==> config.mk <==
export PLATFORM = sky130hd
export DESIGN_NAME = mem_port_arbiter
export DESIGN_NICKNAME = d
export VERILOG_FILES = /design/src/rtl/mem_arb_pkg.sv /design/src/rtl/rr_arb2.sv /design/src/rtl/mem_port_arbiter.sv
export SDC_FILE = /design/constraint.sdc
export NUM_CORES = 1
export LEC_CHECK = 0
export ABC_CLOCK_PERIOD_IN_PS = 3000
export CORE_UTILIZATION = 35
export DETAILED_ROUTE_END_ITERATION = 10
export PLACE_DENSITY_LB_ADDON = 0.25
export REMOVE_ABC_BUFFERS = 1
export SLEW_MARGIN = 0
export SYNTH_ARGS = -nofsm -noshare
export SYNTH_HDL_FRONTEND = slang
export SYNTH_SLANG_ARGS = --single-unit
==> constraint.sdc <==
create_clock -name clk -period 3 [get_ports clk]
set_input_delay 0.3 -clock clk [delete_from_list [all_inputs] [get_ports clk]]
set_output_delay 0.3 -clock clk [all_outputs]
set_load 0.03 [all_outputs]
==> src/rtl/mem_arb_pkg.sv <==
// Shared definitions for the memory-port arbiter: FSM state codes,
// requester IDs and default address/data widths.
package mem_arb_pkg;

    localparam int AW_DEF = 5;
    localparam int DW_DEF = 16;

    localparam logic [1:0] ST_IDLE   = 2'd0;
    localparam logic [1:0] ST_ACCESS = 2'd1;
    localparam logic [1:0] ST_DONE   = 2'd2;

    localparam logic REQ_IF = 1'b0;
    localparam logic REQ_D  = 1'b1;

endpackage

==> src/rtl/rr_arb2.sv <==
// Two-way grant selection between fetch and data requesters.
// Purely combinational; the caller registers the result.
module rr_arb2
    import mem_arb_pkg::*;
#(
    parameter bit ROUND_ROBIN = 1'b1
) (
    input  logic i_if_req,
    input  logic i_d_req,
    input  logic i_last_grant,
    output logic o_grant,
    output logic o_valid
);

    // On contention, either alternate away from the last winner or let data win.
    always_comb begin
        o_valid = i_if_req | i_d_req;
        o_grant = REQ_IF;
        if (i_if_req && i_d_req) begin
            o_grant = ROUND_ROBIN ? ~i_last_grant : REQ_D;
        end else if (i_d_req) begin
            o_grant = REQ_D;
        end
    end

endmodule

==> src/rtl/mem_port_arbiter.sv <==
// Shares a single-port memory between the instruction fetch unit and the
// load/store datapath, one access at a time, with registered strobes/acks.
//
// state  | meaning
// IDLE   | waiting; sample requests, pick a winner, drive one strobe low
// ACCESS | memory performs the access on the negedge of this cycle
// DONE   | winner's ack is high; requests ignored
module mem_port_arbiter
    import mem_arb_pkg::*;
#(
    parameter int AW          = AW_DEF,
    parameter int DW          = DW_DEF,
    parameter bit ROUND_ROBIN = 1'b1
) (
    input  logic          clk,
    input  logic          proc_rst,
    input  logic          if_req,
    input  logic [AW-1:0] if_addr,
    output logic          if_ack,
    output logic [DW-1:0] if_rdata,
    input  logic          d_req,
    input  logic          d_we,
    input  logic [AW-1:0] d_addr,
    input  logic [DW-1:0] d_wdata,
    output logic          d_ack,
    output logic [DW-1:0] d_rdata,
    output logic [AW-1:0] mem_addr,
    output logic [DW-1:0] mem_in,
    output logic          mem_write_n,
    output logic          mem_read_n,
    input  logic [DW-1:0] mem_out,
    output logic          busy
);

    logic [1:0]    r_state;
    logic          r_last_grant;
    logic          r_gnt;
    logic          r_is_write;
    logic [AW-1:0] r_mem_addr;
    logic [DW-1:0] r_mem_in;
    logic          r_write_n;
    logic          r_read_n;
    logic          r_if_ack;
    logic          r_d_ack;
    logic [DW-1:0] r_if_rdata;
    logic [DW-1:0] r_d_rdata;

    logic          w_gnt;
    logic          w_gnt_valid;
    logic          w_d_write;

    rr_arb2 #(
        .ROUND_ROBIN (ROUND_ROBIN)
    ) u_rr_arb2 (
        .i_if_req     (if_req),
        .i_d_req      (d_req),
        .i_last_grant (r_last_grant),
        .o_grant      (w_gnt),
        .o_valid      (w_gnt_valid)
    );

    assign w_d_write = (w_gnt == REQ_D) && d_we;

    // Access sequencer: latch the winner, strobe for one cycle, then ack for one cycle.
    // Reset drops the strobes asynchronously so an in-flight write never lands.
    always_ff @(posedge clk or negedge proc_rst) begin
        if (!proc_rst) begin
            r_state      <= ST_IDLE;
            r_last_grant <= REQ_D;
            r_gnt        <= REQ_IF;
            r_is_write   <= 1'b0;
            r_mem_addr   <= '0;
            r_mem_in     <= '0;
            r_write_n    <= 1'b1;
            r_read_n     <= 1'b1;
            r_if_ack     <= 1'b0;
            r_d_ack      <= 1'b0;
            r_if_rdata   <= '0;
            r_d_rdata    <= '0;
        end else begin
            case (r_state)
                ST_IDLE: begin
                    if (w_gnt_valid) begin
                        r_gnt        <= w_gnt;
                        r_last_grant <= w_gnt;
                        r_is_write   <= w_d_write;
                        r_mem_addr   <= (w_gnt == REQ_D) ? d_addr : if_addr;
                        if (w_d_write) begin
                            r_mem_in  <= d_wdata;
                            r_write_n <= 1'b0;
                        end else begin
                            r_read_n  <= 1'b0;
                        end
                        r_state <= ST_ACCESS;
                    end
                end
                ST_ACCESS: begin
                    r_write_n <= 1'b1;
                    r_read_n  <= 1'b1;
                    if (r_gnt == REQ_D) begin
                        r_d_ack <= 1'b1;
                        if (!r_is_write) begin
                            r_d_rdata <= mem_out;
                        end
                    end else begin
                        r_if_ack   <= 1'b1;
                        r_if_rdata <= mem_out;
                    end
                    r_state <= ST_DONE;
                end
                ST_DONE: begin
                    r_if_ack <= 1'b0;
                    r_d_ack  <= 1'b0;
                    r_state  <= ST_IDLE;
                end
                default: begin
                    r_write_n <= 1'b1;
                    r_read_n  <= 1'b1;
                    r_if_ack  <= 1'b0;
                    r_d_ack   <= 1'b0;
                    r_state   <= ST_IDLE;
                end
            endcase
        end
    end

    assign if_ack      = r_if_ack;
    assign if_rdata    = r_if_rdata;
    assign d_ack       = r_d_ack;
    assign d_rdata     = r_d_rdata;
    assign mem_addr    = r_mem_addr;
    assign mem_in      = r_mem_in;
    assign mem_write_n = r_write_n;
    assign mem_read_n  = r_read_n;
    assign busy        = (r_state != ST_IDLE);

endmodule

==> metrics <==
Setup crit start kind register; initial antenna violation count 0; P_sw 1.80 mW; fin crit share 65.7%; Root Driver clkbuf_8; Hold-fix buffers, CTS 1; PnR worst setup slack 1.03 ns; wire per inst 13.8 µm; instance count on the critical path 3; placed inst area 3580 µm²; FF-to-FF path depth 3; class of the worst hold path input pin to async pin; final cell count without fillers 359; Slowest cell on crit path clkdlybuf4s50_1; Worst-Skew Late Latency 0.33 ns; Critical Path Fanout Max 4; port bufs 104; wire length of the first global-routing pass 8.31 mm; vias in the first global route 1691; worst slew pin tran 0.812 ns; worst ir drop on vdd 0.532 mV; share of cells above drive strength 1 31.6%; Pwr Total 4.62 mW; WP data arrival 1.67 ns; Clock Power Share 13.3%; CTS buffer count 9; dpl hpwl 3.45 mm; Synth cell types 20; Leak Pwr 1.59 nW; crit-path cells nor2_2 -> inv_1 -> clkdlybuf4s50_1; # rows 30; CP bufs+invs 2; Fmax 0.507 GHz; RSZ-0062 raised after global routing no; die extent in x 86.2 µm; delay-heaviest family, CP buffers and inverters; Tmin final 1.97 ns; final slew viol count 0; Setup TNS 0 ns; Vias/cell 4.47; H-tree levels 3; Die Y 86.2 µm; critical path type register to output port; relative slew slack 45.9%; WP data required 2.70 ns; Final nets 305; pin count of the biggest net entering global routing 32; pre-CTS WS 1.04 ns; Pint 2.83 mW; Starting Density 36.3%; Final Wtd Congestion 0.663; max incr delay on CP 0.59 ns; Netlist Area Pre-Place 2480 µm²; Syn Area/Cell 17.0 µm²; most frequent cells in the layout clkdlybuf4s50_1, dfrtp_1, mux2_2; final setup fails 0; vias 1605; post-CTS setup buffer count 0; drt drc 0; cell area power density 1230 nW/µm²; max capacitance violation total 0; Boundary Pins 105; Global Route Usage Sum 14.8%; clock skew 0.00758 ns; Yosys reg bits 62; post-cts sizing count 0; cell count after placement 342; Sequential Power Share 32.7%; commonest non-fill, non-tap cell in the layout clkdlybuf4s50_1; status complete, no violations; grt total ovfl 0; Setup crit end kind output port; FILL cells 616; remaining antenna violation count after routing 0; Layout area overhead 51.3%; initial DRC count 36; design area 3750 µm²; register area share after synthesis 62.7%; ant diodes 0; core region area 6830 µm²; WL final 4.97 mm; CTS max path bufs 2; Clock transition at path regs 0.07 ns; Clock Sinks 62; DR pass1 iterations 3; total die area 7430 µm²; Post-Syn Instances 146; Fin. Hold Viols 0; CTS tree done; Comb pwr share 54.0%; yosys warns 0; switch share 38.9%
[final cells by class]
type	count	area, µm²	share of cell area (%)
well taps	96	120	3.20
multi-input cells	75	845	22.5
inverters	3	11.3	0.300
flip-flops and latches	62	1560	41.4
clock buffers	14	153	4.07
repair buffers	107	1060	28.3
clock inverters	2	10.0	0.267
[registers in the layout, summed over array words and instances (netlist names)]
signal and count:
d_ack 1, d_rdata 16, if_ack 1, if_rdata 16, mem_addr 5, mem_in 16, mem_read_n 1, mem_write_n 1
r_gnt 1, r_is_write 1, r_last_grant 1, r_state 2
[cells in the mapped netlist]
| library cell | number | area, µm² |
|---|---|---|
| a21boi_4 | 1 | 18.8 |
| mux2_2 | 48 | 541 |
| dfstp_2 | 3 | 78.8 |
| nor2b_4 | 1 | 13.8 |
| buf_2 | 1 | 5.00 |
| nor2_1 | 2 | 7.51 |
| dfrtp_1 | 59 | 1480 |
| mux2_4 | 12 | 180 |
| nand2_1 | 1 | 3.75 |
| and2b_1 | 1 | 7.51 |
| and3_4 | 1 | 11.3 |
| buf_6 | 4 | 45.0 |
| a21oi_1 | 2 | 10.0 |
| o21a_1 | 2 | 15.0 |
| buf_12 | 1 | 20.0 |
| nand3_4 | 1 | 17.5 |
| inv_1 | 3 | 11.3 |
| o21ai_0 | 1 | 5.00 |
| nor2_2 | 1 | 6.26 |
| a21o_1 | 1 | 7.51 |
[cell families (layout without fill, tap and decap cells)]
group | count (synthesis) | in the layout | share of synthesized area (%)
AO/OA/AOI/OAI | 7 | 7 | 2.27
buffers and inverters | 9 | 126 | 3.28
flip-flops | 62 | 62 | 62.7
multiplexers | 60 | 60 | 29.0
AND/OR/NAND/NOR | 8 | 8 | 2.72
[layer usage]
layer / vias to the layer above / track usage [%] / wire length (µm)
li1: 730 / - / -
met4: 0 / 7.73 / 102
met5: - / 0 / 0
met3: 10 / 5.14 / 481
met2: 82 / 23.0 / 2230
met1: 783 / 18.2 / 2160
[final timing paths]
path | end | startpoint | slack [ns]
worst max register to register | if_rdata[3] | r_state[0] | 1.18
worst max-delay path | busy | r_state[1] | 1.03
min in group clk | if_ack | if_ack | 0.49
max in group asynchronous | mem_write_n | proc_rst | 1.86
worst min register to register | if_ack | if_ack | 0.49
worst min-delay path | d_rdata[15] | proc_rst | 0.40
[stage by stage]
stage | util (%) | hold WS [ns]
after floorplan | - | 0.00441
after global placement | 52.4 | 0.214
after detailed placement | 52.4 | 0.213
after CTS | 55.0 | 0.381
after global routing | 55.0 | 0.422
final | 55.0 | 0.401
[power by group through the flow]
stage	Sequential (mW)	Clock [mW]	Combinational, mW
2_1_floorplan	2.30	0	0.716
3_3_place_gp	1.52	0	2.50
3_5_place_dp	1.52	0	2.52
4_1_cts	1.52	0.642	2.53
5_1_grt	1.57	0.681	2.63
6_report	1.51	0.613	2.50
Power figures use the tool's default switching activity.
